[config.mk]
export PLATFORM = sky130hd
export DESIGN_NAME = gen_scheduler
export DESIGN_NICKNAME = d
export VERILOG_FILES = /design/src/rtl/gen_scheduler.sv
export SDC_FILE = /design/constraint.sdc
export NUM_CORES = 1
export LEC_CHECK = 0
export ABC_AREA = 1
export BUFFER_PORTS_ARGS = -buffer_cell sky130_fd_sc_hd__buf_2
export CAP_MARGIN = 10
export CORE_MARGIN = 5
export CORE_UTILIZATION = 41
export DETAILED_ROUTE_END_ITERATION = 10
export HOLD_SLACK_MARGIN = 0.05
export SETUP_SLACK_MARGIN = 0.02
export SYNTH_ARGS = -nofsm -noshare
export SYNTH_HDL_FRONTEND = slang
export SYNTH_SLANG_ARGS = --single-unit
[constraint.sdc]
create_clock -name clk -period 2.2 [get_ports clk]
set_clock_uncertainty 0.2 [all_clocks]
set_input_delay 0.22 -clock clk [delete_from_list [all_inputs] [get_ports clk]]
set_output_delay 0.22 -clock clk [all_outputs]
set_load 0.01 [all_outputs]
[src/rtl/gen_scheduler.sv]
// gen_scheduler: interleaves two en/valid/data value generators into one
// ready/valid stream through a small source-tagged first-word-fall-through
// buffer. Generator enables are throttled against buffer occupancy plus the
// value still in flight, so compliant sources can never overflow the buffer.
module gen_scheduler #(
  parameter int DW    = 16,
  parameter int DEPTH = 4,
  parameter int SLICE = 8
) (
  input  logic                         clk,
  input  logic                         rst,
  input  logic                         start,
  input  logic                         stop,
  input  logic [1:0]                   mode,
  output logic                         en0,
  input  logic                         valid0,
  input  logic [DW-1:0]                data0,
  output logic                         en1,
  input  logic                         valid1,
  input  logic [DW-1:0]                data1,
  output logic                         out_valid,
  input  logic                         out_ready,
  output logic [DW-1:0]                out_data,
  output logic                         out_src,
  output logic [$clog2(DEPTH+1)-1:0]   level,
  output logic                         busy,
  output logic                         ovf
);

  localparam int LW = $clog2(DEPTH + 1);
  localparam int AW = $clog2(DEPTH);
  localparam int CW = $clog2(SLICE + 1);

  localparam logic [LW:0]   DEPTH_EXT = (LW + 1)'(DEPTH);
  localparam logic [LW-1:0] DEPTH_LVL = LW'(DEPTH);
  localparam logic [CW-1:0] SLICE_END = CW'(SLICE - 1);

  typedef enum logic [1:0] {
    S_IDLE   = 2'd0,
    S_RUN    = 2'd1,
    S_SWITCH = 2'd2
  } state_e;

  // Scheduler state
  state_e        state_q, state_d;
  logic          cur_q, cur_d;
  logic [1:0]    mode_q, mode_d;
  logic [CW-1:0] cnt_q, cnt_d;
  logic          pend_q, pend_d;
  logic          pend_src_q, pend_src_d;

  // Buffer state
  logic [AW-1:0] wr_ptr_q, wr_ptr_d;
  logic [AW-1:0] rd_ptr_q, rd_ptr_d;
  logic [LW-1:0] level_q, level_d;
  logic          ovf_q, ovf_d;
  logic [DW-1:0] mem_data [DEPTH];
  logic          mem_src  [DEPTH];

  logic          issue;
  logic          room;
  logic          round_robin;
  logic [LW:0]   inflight;
  logic          push;
  logic          pop;
  logic          full;
  logic          wr_en;
  logic [DW-1:0] push_data;

  // Committed words plus the value that will land at the end of this cycle.
  assign inflight    = {1'b0, level_q} + {{LW{1'b0}}, pend_q};
  assign room        = inflight < DEPTH_EXT;
  assign round_robin = mode_q[1];

  // Next-state and enable issue for the IDLE/RUN/SWITCH sequencer
  always_comb begin
    // NOTE: every variable gets a default first so no path leaves it unassigned and no latch is inferred.
    state_d = state_q;
    cur_d   = cur_q;
    mode_d  = mode_q;
    cnt_d   = cnt_q;
    issue   = 1'b0;
    case (state_q)
      S_IDLE: begin
        if (start && !stop) begin
          state_d = S_RUN;
          mode_d  = mode;
          cur_d   = (mode == 2'd1);
          cnt_d   = '0;
        end
      end
      S_RUN: begin
        if (stop) begin
          state_d = S_IDLE;
        end else if (room) begin
          issue = 1'b1;
          if (cnt_q == SLICE_END) begin
            cnt_d = '0;
            if (round_robin) state_d = S_SWITCH;
          end else begin
            cnt_d = cnt_q + 1'b1;
          end
        end
      end
      S_SWITCH: begin
        if (stop) begin
          state_d = S_IDLE;
        end else begin
          cur_d   = ~cur_q;
          state_d = S_RUN;
        end
      end
      default: state_d = S_IDLE;
    endcase
  end

  assign en0        = issue & ~cur_q;
  assign en1        = issue & cur_q;
  assign pend_d     = issue;
  assign pend_src_d = cur_q;

  // A returned value is only accepted from the source that was enabled last cycle.
  assign push      = pend_q & (pend_src_q ? valid1 : valid0);
  assign push_data = pend_src_q ? data1 : data0;
  assign pop       = out_valid & out_ready;
  assign full      = (level_q == DEPTH_LVL);
  assign wr_en     = push & (~full | pop);

  // Buffer pointer, occupancy and sticky overflow update
  always_comb begin
    wr_ptr_d = wr_ptr_q + AW'(wr_en);
    rd_ptr_d = rd_ptr_q + AW'(pop);
    level_d  = level_q;
    case ({wr_en, pop})
      2'b10:   level_d = level_q + 1'b1;
      2'b01:   level_d = level_q - 1'b1;
      default: level_d = level_q;
    endcase
    ovf_d = ovf_q | (push & full & ~pop);
  end

  // Control registers with asynchronous reset
  always_ff @(posedge clk or posedge rst) begin
    if (rst) begin
      // NOTE: sequential state uses non-blocking assignments so every flop samples pre-edge values.
      state_q    <= S_IDLE;
      cur_q      <= 1'b0;
      mode_q     <= 2'd0;
      cnt_q      <= '0;
      pend_q     <= 1'b0;
      pend_src_q <= 1'b0;
      wr_ptr_q   <= '0;
      rd_ptr_q   <= '0;
      level_q    <= '0;
      ovf_q      <= 1'b0;
    end else begin
      state_q    <= state_d;
      cur_q      <= cur_d;
      mode_q     <= mode_d;
      cnt_q      <= cnt_d;
      pend_q     <= pend_d;
      pend_src_q <= pend_src_d;
      wr_ptr_q   <= wr_ptr_d;
      rd_ptr_q   <= rd_ptr_d;
      level_q    <= level_d;
      ovf_q      <= ovf_d;
    end
  end

  // Buffer storage write port
  always_ff @(posedge clk) begin
    // NOTE: storage is not reset; occupancy is, and the head is gated to zero while empty.
    if (wr_en) begin
      mem_data[wr_ptr_q] <= push_data;
      mem_src[wr_ptr_q]  <= pend_src_q;
    end
  end

  assign out_valid = (level_q != '0);
  assign out_data  = out_valid ? mem_data[rd_ptr_q] : '0;
  assign out_src   = out_valid ? mem_src[rd_ptr_q] : 1'b0;
  assign level     = level_q;
  assign busy      = (state_q != S_IDLE) | pend_q;
  assign ovf       = ovf_q;

endmodule

Yosys cells after proc, flatten, opt, wreduce, memory -nomap -nowiden. Memories as Yosys holds them, arrays and structs flattened. Cells that the tools add are included.

Add/subtract/negate cells: 6. $lt $le $gt $ge: 1. Equality and inequality tests: 14. Mux-type cells: 25. Bitwise operators: 13. Reductions and logical operators: 12.

Operators by type and width (count): 2-to-1 mux 16 bit (2); 2-to-1 mux 4 bit (4); 2-to-1 mux 1 bit (10); 2-to-1 mux 2 bit (5); != test 3 bit (second input constant) (3); != test 2 bit (second input constant) (4); case mux 4 bit (2 select lines) (1); AND reduction 4 bit (2); nonzero test 2 bit (4); AND 1 bit (7); == test 2 x 1 -> 1 bit (second input constant) (3); case mux 2 bit (3 select lines) (1); case mux 3 bit (2 select lines) (1); adder 2 x 1 -> 2 bit (2); adder 3 x 1 -> 4 bit (1); adder 4 x 1 -> 4 bit (second input constant) (1); == test 2 bit (second input constant) (2); == test 4 x 3 -> 1 bit (second input constant) (1); less-than comparator 4 x 3 -> 1 bit (second input constant) (1); adder 3 x 1 -> 3 bit (second input constant) (1); == test 3 bit (second input constant) (1); NOT 1 bit (3); bitwise OR 1 bit (3); AND reduction 3 bit (1); 7 further kinds (7).

Register bits after elaboration: 19. Memory bits (writable): 68. Input bits: 41. Output and inout bits: 25. Logic and storage cells: 83. Memories kept: 2.

Memories: mem_data (depth 4, bits a word 16, rd ports 1, clocked after memory_dff 0, write ports 1, line 57) `logic [DW-1:0] mem_data [DEPTH];`; mem_src (depth 4, bits a word 1, rd ports 1, clocked after memory_dff 0, write ports 1, line 58) `logic mem_src [DEPTH];`.

Logic depth before layout (Yosys ltp). Gate-level depths: netlist of the first run.

Depth after elaboration: 6. Mapped depth: 12. Gate-level depth less buffers: 11.

Least setup slack after synthesis of the first run. Ideal clock, no wire load.

Path type: register -> register. Start: register pend_src_q. End: memory mem_data[0][0] (enable). Data arrival time: 1.569 ns. Setup slack: 0.040 ns. Stages on the path, launching flop included: 6. Path buffers: 1. Period minus slack after synthesis: 2.160 ns. Cell sequence: dfrtp_1 > buf_4 > nor2_1 > nor2_2 > o211ai_2 > nor2_1.

Longest elaborated chain between the ends: 5.

Ends and longest elaborated chain: from (decl) (line 50) `logic pend_src_q, pend_src_d;`; from (signal assigned) (line 162) `pend_src_q <= pend_src_d;`; 2-to-1 mux 1 bit (line 123) `assign push = pend_q & (pend_src_q ? valid1 : valid0);`; AND 1 bit (line 123); AND 1 bit (line 127) `assign wr_en = push & (~full | pop);`; 2-to-1 mux 1 bit (line 173) `if (wr_en) begin`; 2-to-1 mux 1 bit (not written as such) (line 174) `mem_data[wr_ptr_q] <= push_data;`; to (decl) (line 57).

No other way between the ends.

Worst setup path in the final report of the first run.
Start: register rd_ptr_q[0]. End: output out_data[15].

Longest elaborated chain between the ends: 2.

Ends and longest elaborated chain: from (decl) (line 54) `logic [AW-1:0] rd_ptr_q, rd_ptr_d;`; from (signal assigned) (line 164) `rd_ptr_q <= rd_ptr_d;`; memory read (4 x 16 bit); 2-to-1 mux 16 bit (line 180) `assign out_data = out_valid ? mem_data[rd_ptr_q] : '0;`; to (decl) (line 23) `output logic [DW-1:0] out_data,`.

No other way between the ends.

==> results.json, run 1 <==
{
  "drc": 0,
  "slowest_stage": "dfrtp_2",
  "path_clk_slew_ns": 0.10,
  "max_stage_delay_ns": 0.47,
  "crit_type": "register to output pin",
  "rsz0062_at_grt": "no",
  "min_period_ns": 2.050,
  "final_nets": 532,
  "synth_warnings": 0,
  "place_congestion": 0.8068,
  "timing.final.crit_share": 0.9318,
  "dpl.hpwl_um": 5612,
  "first_pass_iters": 4,
  "ys_top_cells_by_area": "edfxtp_1, dfrtp_1, nor2_1, nand2_1, o21ai_1",
  "vias": 2917,
  "ys_ff_latch": 86,
  "antennaDiodeCount": 0,
  "cts_root_buf": "clkbuf_8",
  "dieArea_sq_um": 11470,
  "postRouteAntennaNets": 0,
  "overflow": 0,
  "areaGrowthSynthToFinish_pct": 28.79,
  "clkLatencyLatePin_ns": 0.34,
  "post_drt_wl_per_cell_um": 14.00,
  "crit_buf_inv": 2,
  "setup-tns-final_ns": 0,
  "syn_nets": 417,
  "synth_area_sq_um": 3867,
  "yosysTopAreaCell": "edfxtp_1",
  "crit_path_max_fanout": 10,
  "rows": 35,
  "slew_viol_final": 0,
  "grt_pass1_wl_um": 13860,
  "finalNonFillerCells": 620,
  "vdd_ir_drop_max_mv": 0.4676,
  "ys_seq_area_frac": 0.6445,
  "grt_max_degree": 35,
  "cp_top_family": "flip-flops",
  "hold_viol": 0,
  "setup_viol": 0,
  "core_area_sq_um": 9240,
  "final_layout_size_suffix_gt1_frac": 0.2607,
  "grt.total_usage": 0.1560,
  "io_pins": 66,
  "grt_pass1_vias": 2820,
  "crit_chain": "buf_4, nor2_1, nor2_1, o21ai_1, a21oi_1, buf_2",
  "ys_types": 29,
  "synth_top_area_share": 0.5280,
  "cts_buffer_depth": 2,
  "worstSetupStartpointType": "register",
  "die_h_um": 107.1,
  "maxCapViolCount": 0,
  "tightest_slew_ns": 0.6854,
  "dr.first_iter.drc_count": 105,
  "powerDensity_nw_per_um2": 1092,
  "via_per_inst": 4.705,
  "cts_sinks": 86,
  "p_leak_uw": 0.002088,
  "synth.avg_cell_area_sq_um": 10.42,
  "outcome": "complete, no violations",
  "crit_arrival_ns": 1.63,
  "synth_cells": 371,
  "htreeDepth": 3,
  "fp.dieW_um": 107.1,
  "io_buffers": 65,
  "p_total_uw": 5441,
  "path_common_cell": "nor2_1",
  "required_ns": 1.78,
  "grt_antenna_before_repair": 0,
  "slew_headroom": 0.5426,
  "hold_path_class": "primary input to register",
  "start_util": 0.4186,
  "holdWs_ns": 0.05852,
  "cts_buffers": 9,
  "cts_tree": "built",
  "placedCellCount": 566,
  "end_kind": "output pin",
  "max_clock_freq_mhz": 487.8,
  "routed_wl_um": 8677
}
==> sequential cells by signal, indices dropped and copies added (netlist names) <==
signal      cells
mem_data       64
cnt_q           4
mem_src         4
level           3
rd_ptr_q        2
state_q         2
wr_ptr_q        2
cur_q           1
mode_q          1
ovf             1
pend_q          1
pend_src_q      1
==> where the power goes <==
group,switching [uW],total (uW),internal (uW)
clock network,611,1160,551
registers,131,2070,1940
logic,1320,2210,884
total,2060,5440,3380
==> worst paths after layout <==
check,cells past startpoint,end,startpoint,slack (ns)
setup / recovery,6,out_data[15],rd_ptr_q[0],0.15
hold / removal,3,mem_data[0][7],data0[7],0.06
setup reg to reg,10,level[2],level[1],0.17
hold reg to reg,0,pend_src_q,cur_q,0.27
max in group asynchronous,3,rd_ptr_q[0],rst,1.01
min in group asynchronous,3,rd_ptr_q[1],rst,0.31
==> kinds of logic after synthesis <==
logic type / after synthesis / share of synthesized area
buf+inv: 37 / 0.05273
simple gates: 174 / 0.1873
fa+ha+maj: 5 / 0.01812
compound gates: 65 / 0.08832
xor+xnor: 4 / 0.009060
flops: 86 / 0.6445
==> worst min-delay path, cell delays in order <==
cell	delay, ns
buf_2	0.07
nand2_1	0.04
nand2_1	0.14
==> layout by cell type (no fill, tap or decap), drive strengths merged <==
| cell | count |
|---|---|
| clkbuf | 9 |
| dlygate4sd3 | 34 |
| nand2 | 78 |
| bufinv | 1 |
| nor3 | 2 |
| xnor2 | 1 |
| nor2 | 86 |
| clkinv | 1 |
| xor2 | 3 |
| a21oi | 17 |
| or2 | 1 |
| o21ai | 45 |
| clkinvlp | 1 |
| dfrtp | 18 |
| inv | 27 |
| edfxtp | 68 |
| nand3b | 1 |
| nand3 | 4 |
| ha | 4 |
| fa | 1 |
| nand4 | 2 |
| o21bai | 2 |
| o211ai | 1 |
| buf | 84 |
==> stage by stage <==
stage | util | area, sq um | setup WS (ns)
after global placement | 0.4750 | 4389 | 0.1926
after global routing | 0.5391 | 4981 | 0.02686
after detailed placement | 0.4750 | 4389 | 0.1451
after floorplan | - | 3867 | 0.04007
after CTS | 0.5347 | 4941 | 0.03564
final | 0.5391 | 4981 | 0.1500
==> layout make-up <==
type,instances,area (sq um)
inverters,23,93.84
well taps,129,161.4
fillers,844,4259
repair buffers,118,833.3
clock buffers,9,123.9
multi-input cells,248,1189
clock inverters,7,86.33
flip-flops and latches,86,2494
==> metal layers <==
layer,wire (um),vias to the layer above,track usage
li1,-,1472,-
met5,0,-,0
met1,3958,1376,0.2015
met4,112,0,0.05479
met2,4245,59,0.2676
met3,361,10,0.02228
==> synth_stat cells (all sizes together) <==
cell / count
fa: 1
xor2: 3
buf: 14
o211ai: 1
nand3b: 1
xnor2: 1
nand4: 2
nand3: 4
nor2: 86
nor3: 2
nand2: 78
o21bai: 2
inv: 23
or2: 1
ha: 4
a21oi: 17
o21ai: 45
edfxtp: 68
dfrtp: 18
==> what timing repair did <==
item	in CTS	in global routing
hold buffers	34	0
pin swaps	0	4
hold endpoints to repair	78	0
endpoints found under the setup margin	11	8
buffers inserted	0	4
gates resized for setup	1	5
Note: power is estimated with default switching activity, not from simulation.
==> run 2, diff against run 1 <==
Settings changed: ABC_AREA 1 to not set.
==> run 2 against run 1 <==
Net effect: the run now ends with negative setup slack left; sequential share of layout area decreased by 0.39 points; sequential power is essentially flat; clock-buffer cell count grew 2; design area grew 0.83%; setup slack worse by 0.15 ns; clock power shrank 10%; power shrank 7.5%; largest cell class unchanged.
==> results.json, run 2 <==
{
  "ys_types": 42,
  "routed_wl_um": 7142,
  "timing.final.crit_share": 1.002,
  "synth_warnings": 0,
  "cts_buffers": 9,
  "setup_ws_ns": -0.003800,
  "grt_antenna_before_repair": 0,
  "grt_max_degree": 21,
  "clkLatencyLatePin_ns": 0.34,
  "ys.flop_type": "edfxtp_1",
  "crit_type": "register to register",
  "slew_viol_final": 0,
  "final_cell_mix": "edfxtp_1, buf_2, dlygate4sd3_1",
  "cts_sinks": 86,
  "largest_register": "mem_data",
  "cts_tree": "built",
  "mostFrequentLayoutCell": "edfxtp_1",
  "crit_path_max_fanout": 3,
  "fp.dieW_um": 104.9,
  "io_pins": 66,
  "post-place-ws_ns": -0.09939,
  "largest_reg_flops": 64,
  "hold_path_class": "primary input to register",
  "htreeDepth": 3,
  "dr.first_iter.drc_count": 60,
  "p_leak_uw": 0.001960,
  "maxCapViolCount": 0,
  "crit_arrival_ns": 2.27,
  "slowest_stage": "or4b_4",
  "final_nets": 377,
  "violations": "negative setup slack",
  "dieArea_sq_um": 11000,
  "dpl.hpwl_um": 4469,
  "postRouteAntennaNets": 0,
  "setup_viol": 1,
  "ys_top_cells_by_count": "edfxtp_1, nor2b_1, dfrtp_1, mux2_2, mux4_2",
  "via_per_inst": 4.928,
  "synth_area_sq_um": 3692,
  "max_clock_freq_mhz": 453.8,
  "worstSetupStartpointType": "register",
  "outcome": "finished with violations",
  "path_clk_slew_ns": 0.08,
  "syn_nets": 254,
  "die_h_um": 104.9,
  "final_layout_size_suffix_gt1_frac": 0.4732,
  "synth_top_area_share": 0.5530,
  "drc": 0,
  "end_kind": "register",
  "ys_ff_latch": 86,
  "async_flop_share": 0.2093,
  "areaGrowthSynthToFinish_pct": 36.02,
  "grt_pass1_vias": 2286,
  "io_buffers": 65,
  "yosysMostFrequentCell": "edfxtp_1",
  "rsz0062_at_grt": "yes",
  "setup-tns-final_ns": -0.003800,
  "final_util": 0.5731,
  "hold_viol": 0,
  "start_util": 0.4213,
  "vias": 2188,
  "path_common_cell": "xor2_1",
  "min_period_ns": 2.204,
  "grt_pass1_wl_um": 11250,
  "rows": 34,
  "first_pass_iters": 4,
  "overflow": 0,
  "ys_top_cells_by_area": "edfxtp_1, dfrtp_1, mux4_2, mux2_2, nor2b_1",
  "core_area_sq_um": 8763,
  "synth_cells": 208,
  "nFillCells": 701,
  "cts_root_buf": "clkbuf_8",
  "antennaDiodeCount": 0,
  "synth.avg_cell_area_sq_um": 17.75,
  "required_ns": 2.27,
  "cts_buffer_depth": 2,
  "post_drt_wl_per_cell_um": 16.09,
  "grt.total_usage": 0.1305,
  "ys_seq_area_frac": 0.6750,
  "yosysTopAreaCell": "edfxtp_1",
  "crit_chain": "or4b_4, nand3_4, ha_4, inv_2, fa_2, xor2_1, nor2_1, xor2_1",
  "powerDensity_nw_per_um2": 1002,
  "tightest_slew_ns": 0.6866,
  "slew_headroom": 0.5417,
  "synth_edf_count": 68,
  "max_stage_delay_ns": 0.54,
  "place_congestion": 0.7769,
  "vdd_ir_drop_max_mv": 0.7807,
  "reg.largest.list": "mem_data x64, cnt_q x4, mem_src x4"
}
run 2: report_power, final:
part / switching [uW] / internal, uW / total (uW)
combinational: 847 / 1100 / 1950
sequential: 128 / 1910 / 2040
clock: 561 / 480 / 1040
total: 1540 / 3500 / 5030
run 2: through the flow:
stage	cell area [sq um]	hold WS [ns]	std cells	total power [uW]
final	5022	0.06451	444	5033
after global routing	5022	0.06513	444	5336
after CTS	4892	0.05258	441	4849
after detailed placement	4292	0.1700	387	3749
after global placement	4292	0.1751	387	3724
after floorplan	3731	-0.04150	208	3126
run 2: cells by family (layout without fill, tap and decap cells):
kind of cell | Yosys count | in the layout | synth area share
compound gates | 11 | 11 | 0.02135
flops | 86 | 86 | 0.6750
xor+xnor | 5 | 5 | 0.01186
buf+inv | 15 | 143 | 0.02033
mux | 37 | 37 | 0.1644
fa+ha+maj | 5 | 5 | 0.01898
simple gates | 49 | 49 | 0.08810
run 2: critical path, delay by kind of cell (launching register included):
kind / cells / cell delay (ns)
fa+ha+maj: 2 / 0.46
flops: 1 / 0.41
buf+inv: 1 / 0.03
simple gates: 3 / 0.75
xor+xnor: 2 / 0.29
run 2: cell type report:
type                    count  area (sq um)  area share
inverters                   7         26.28    0.005232
clock buffers              11         151.4     0.03014
well taps                 108         135.1     0.02691
flip-flops and latches     86          2495      0.4968
multi-input cells         107          1227      0.2444
repair buffers            120         945.9      0.1883
clock inverters             5         41.29    0.008221
run 2: path summary, 6_finish.rpt:
check	start	end	slack [ns]	cells after the start
max in group asynchronous	rst	level[0]	0.98	3
worst min-delay path	stop	pend_q	0.06	3
worst max-delay path	level[0]	level[2]	-0.004	8
min in group asynchronous	rst	cnt_q[2]	0.34	3
worst max register to register	level[0]	level[2]	-0.004	8
worst min register to register	ovf	ovf	0.31	1
run 2: per-layer routing:
metal | track usage | part of all wire | wire length (um) | vias to the layer above
li1 | - | - | - | 1051
met1 | 0.1555 | 0.43 | 3086 | 1092
met2 | 0.2275 | 0.52 | 3734 | 39
met3 | 0.03083 | 0.035 | 247 | 6
met4 | 0.05205 | 0.010 | 73 | 0
met5 | 0 | 0 | 0 | -
run 2: repair_timing:
item                                    CTS  global route
hold buffers                             34             0
gates cloned                              0             1
pin swaps                                 4             0
buffers inserted                          4             2
endpoints found under the hold margin    78             0
gates resized for setup                   0            19
endpoints found under the setup margin   54            49
==> run 3, diff against run 2 <==
Settings changed: SKIP_CTS_REPAIR_TIMING set to 1.
==> run 3 against run 2 <==
Net effect: the run still ends with negative setup slack left; critical path depth did not move; first-iteration DRC count fell by 5.0%; setup slack got worse by 0.012 ns; via count fell by 0.32%; power barely moved; highest routed layer unchanged.
==> results.json, run 3 (synthesis results as in run 2) <==
{
  "via_per_inst": 4.934,
  "grt.total_usage": 0.1246,
  "crit_type": "register to register",
  "largest_register": "mem_data",
  "final_layout_size_suffix_gt1_frac": 0.4760,
  "worstHoldStart": "data0[15]",
  "max_clock_freq_mhz": 451.3,
  "path_common_cell": "xor2_1",
  "dr.first_iter.drc_count": 57,
  "antennaDiodeCount": 0,
  "maxCapViolCount": 0,
  "cts_buffers": 9,
  "drc": 0,
  "reg.largest.list": "mem_data x64, cnt_q x4, mem_src x4",
  "postRouteAntennaNets": 0,
  "final_nets": 375,
  "die_h_um": 104.9,
  "overflow": 0,
  "htreeDepth": 3,
  "grt_pass1_vias": 2134,
  "slew_viol_final": 0,
  "slew_headroom": 0.5385,
  "hold_path_class": "primary input to register",
  "end_kind": "register",
  "min_period_ns": 2.216,
  "tightest_slew_ns": 0.6915,
  "outcome": "finished with violations",
  "p_total_uw": 5034,
  "cts_buffer_depth": 2,
  "io_buffers": 65,
  "cts_root_buf": "clkbuf_8",
  "max_stage_delay_ns": 0.54,
  "seqCellArea_sq_um": 2495,
  "areaGrowthSynthToFinish_pct": 35.38,
  "reg2reg_slack_ns": -0.02,
  "cp-startpoint": "level[0]",
  "worstSetupStartpointType": "register",
  "vias": 2181,
  "hold_viol": 0,
  "post_drt_wl_per_cell_um": 16.40,
  "routed_wl_um": 7247,
  "grt_antenna_before_repair": 0,
  "slowest_stage": "or4b_4",
  "dieArea_sq_um": 11000,
  "final_cell_mix": "edfxtp_1, buf_2, dlygate4sd3_1",
  "place_congestion": 0.7769,
  "start_util": 0.4213,
  "setup_ws_ns": -0.01560,
  "vdd_ir_drop_max_mv": 0.6370,
  "grt_max_degree": 21,
  "setup-tns-final_ns": -0.01560,
  "powerDensity_nw_per_um2": 1007,
  "rsz0062_at_grt": "yes",
  "dpl.hpwl_um": 4469,
  "mostFrequentLayoutCell": "edfxtp_1",
  "fp.dieW_um": 104.9,
  "clkLatencyLatePin_ns": 0.35,
  "cts_sinks": 86,
  "min_to": "mem_data[1][15]",
  "hold_path_depth": 2,
  "io_pins": 66,
  "crit_chain": "or4b_4, nand3_4, ha_4, inv_2, fa_2, xor2_1, nor2_1, xor2_1",
  "setup_viol": 1,
  "p_leak_uw": 0.001956,
  "rows": 34,
  "r2r-start": "level[0]",
  "crit_path_max_fanout": 3,
  "core_area_sq_um": 8763,
  "worstReg2RegEnd": "level[2]",
  "crit_arrival_ns": 2.29,
  "multiInputGateArea_sq_um": 1227,
  "nFillCells": 700,
  "timing.final.crit_share": 1.007,
  "violations": "negative setup slack",
  "r2r_cells": 8,
  "first_pass_iters": 4,
  "path_clk_slew_ns": 0.09,
  "cts_tree": "built",
  "required_ns": 2.27,
  "grt_pass1_wl_um": 10650,
  "holdWs_ns": 0.04161,
  "largest_reg_flops": 64
}
==> run 3: cell count changes in the layout (fill, tap and decap cells not counted), sizes merged <==
cell / before / now
dlygate4sd3: 34 / 32
==> run 3: how the worst max path moves through the flow <==
stage / to / slack (ns) / cells after the start
floorplan: mem_data[1][0] / -0.10 / 4
global placement: level[2] / -0.08 / 8
detailed placement: level[2] / -0.1 / 8
CTS: level[2] / -0.12 / 8
global route: level[2] / -0.1 / 8
finish: level[2] / -0.02 / 8
==> run 3: area by class of cell <==
cell class / count / area share
Timing Repair Buffer: 118 / 0.1845
Tap cell: 108 / 0.02703
Sequential cell: 86 / 0.4991
Inverter: 7 / 0.005257
Clock buffer: 11 / 0.03029
Clock inverter: 5 / 0.008260
Multi-Input combinational cell: 107 / 0.2456
==> run 3: critical path: cells and delay by family, from the launching register on <==
family	cells	cell delay, ns
buffers and inverters	1	0.03
adder cells (fa/ha/maj)	2	0.46
XOR/XNOR	2	0.29
AND/OR/NAND/NOR	3	0.75
flip-flops	1	0.41
==> run 3: per-layer routing <==
layer	global-route usage	share of wire
met2	0.2118	0.52
met1	0.1518	0.43
met4	0.05205	0.011
met3	0.03021	0.038
met5	0	0
==> run 3: stage by stage <==
step	worst slack, ns	area, sq um	util	std cells
2_1_floorplan	-0.1043	3731	-	208
3_3_place_gp	-0.08430	4292	0.4897	387
3_5_place_dp	-0.09939	4292	0.4897	387
4_1_cts	-0.1197	4484	0.5117	403
5_1_grt	-0.09677	4999	0.5704	442
6_report	-0.01560	4999	0.5704	442
==> run 3: where the power goes <==
| part | leakage [uW] | switching [uW] | total (uW) | internal [uW] |
|---|---|---|---|---|
| Combinational | 0.00102 | 849 | 1950 | 1100 |
| Clock | 0.0000922 | 563 | 1040 | 480 |
| Sequential | 0.000840 | 128 | 2040 | 1910 |
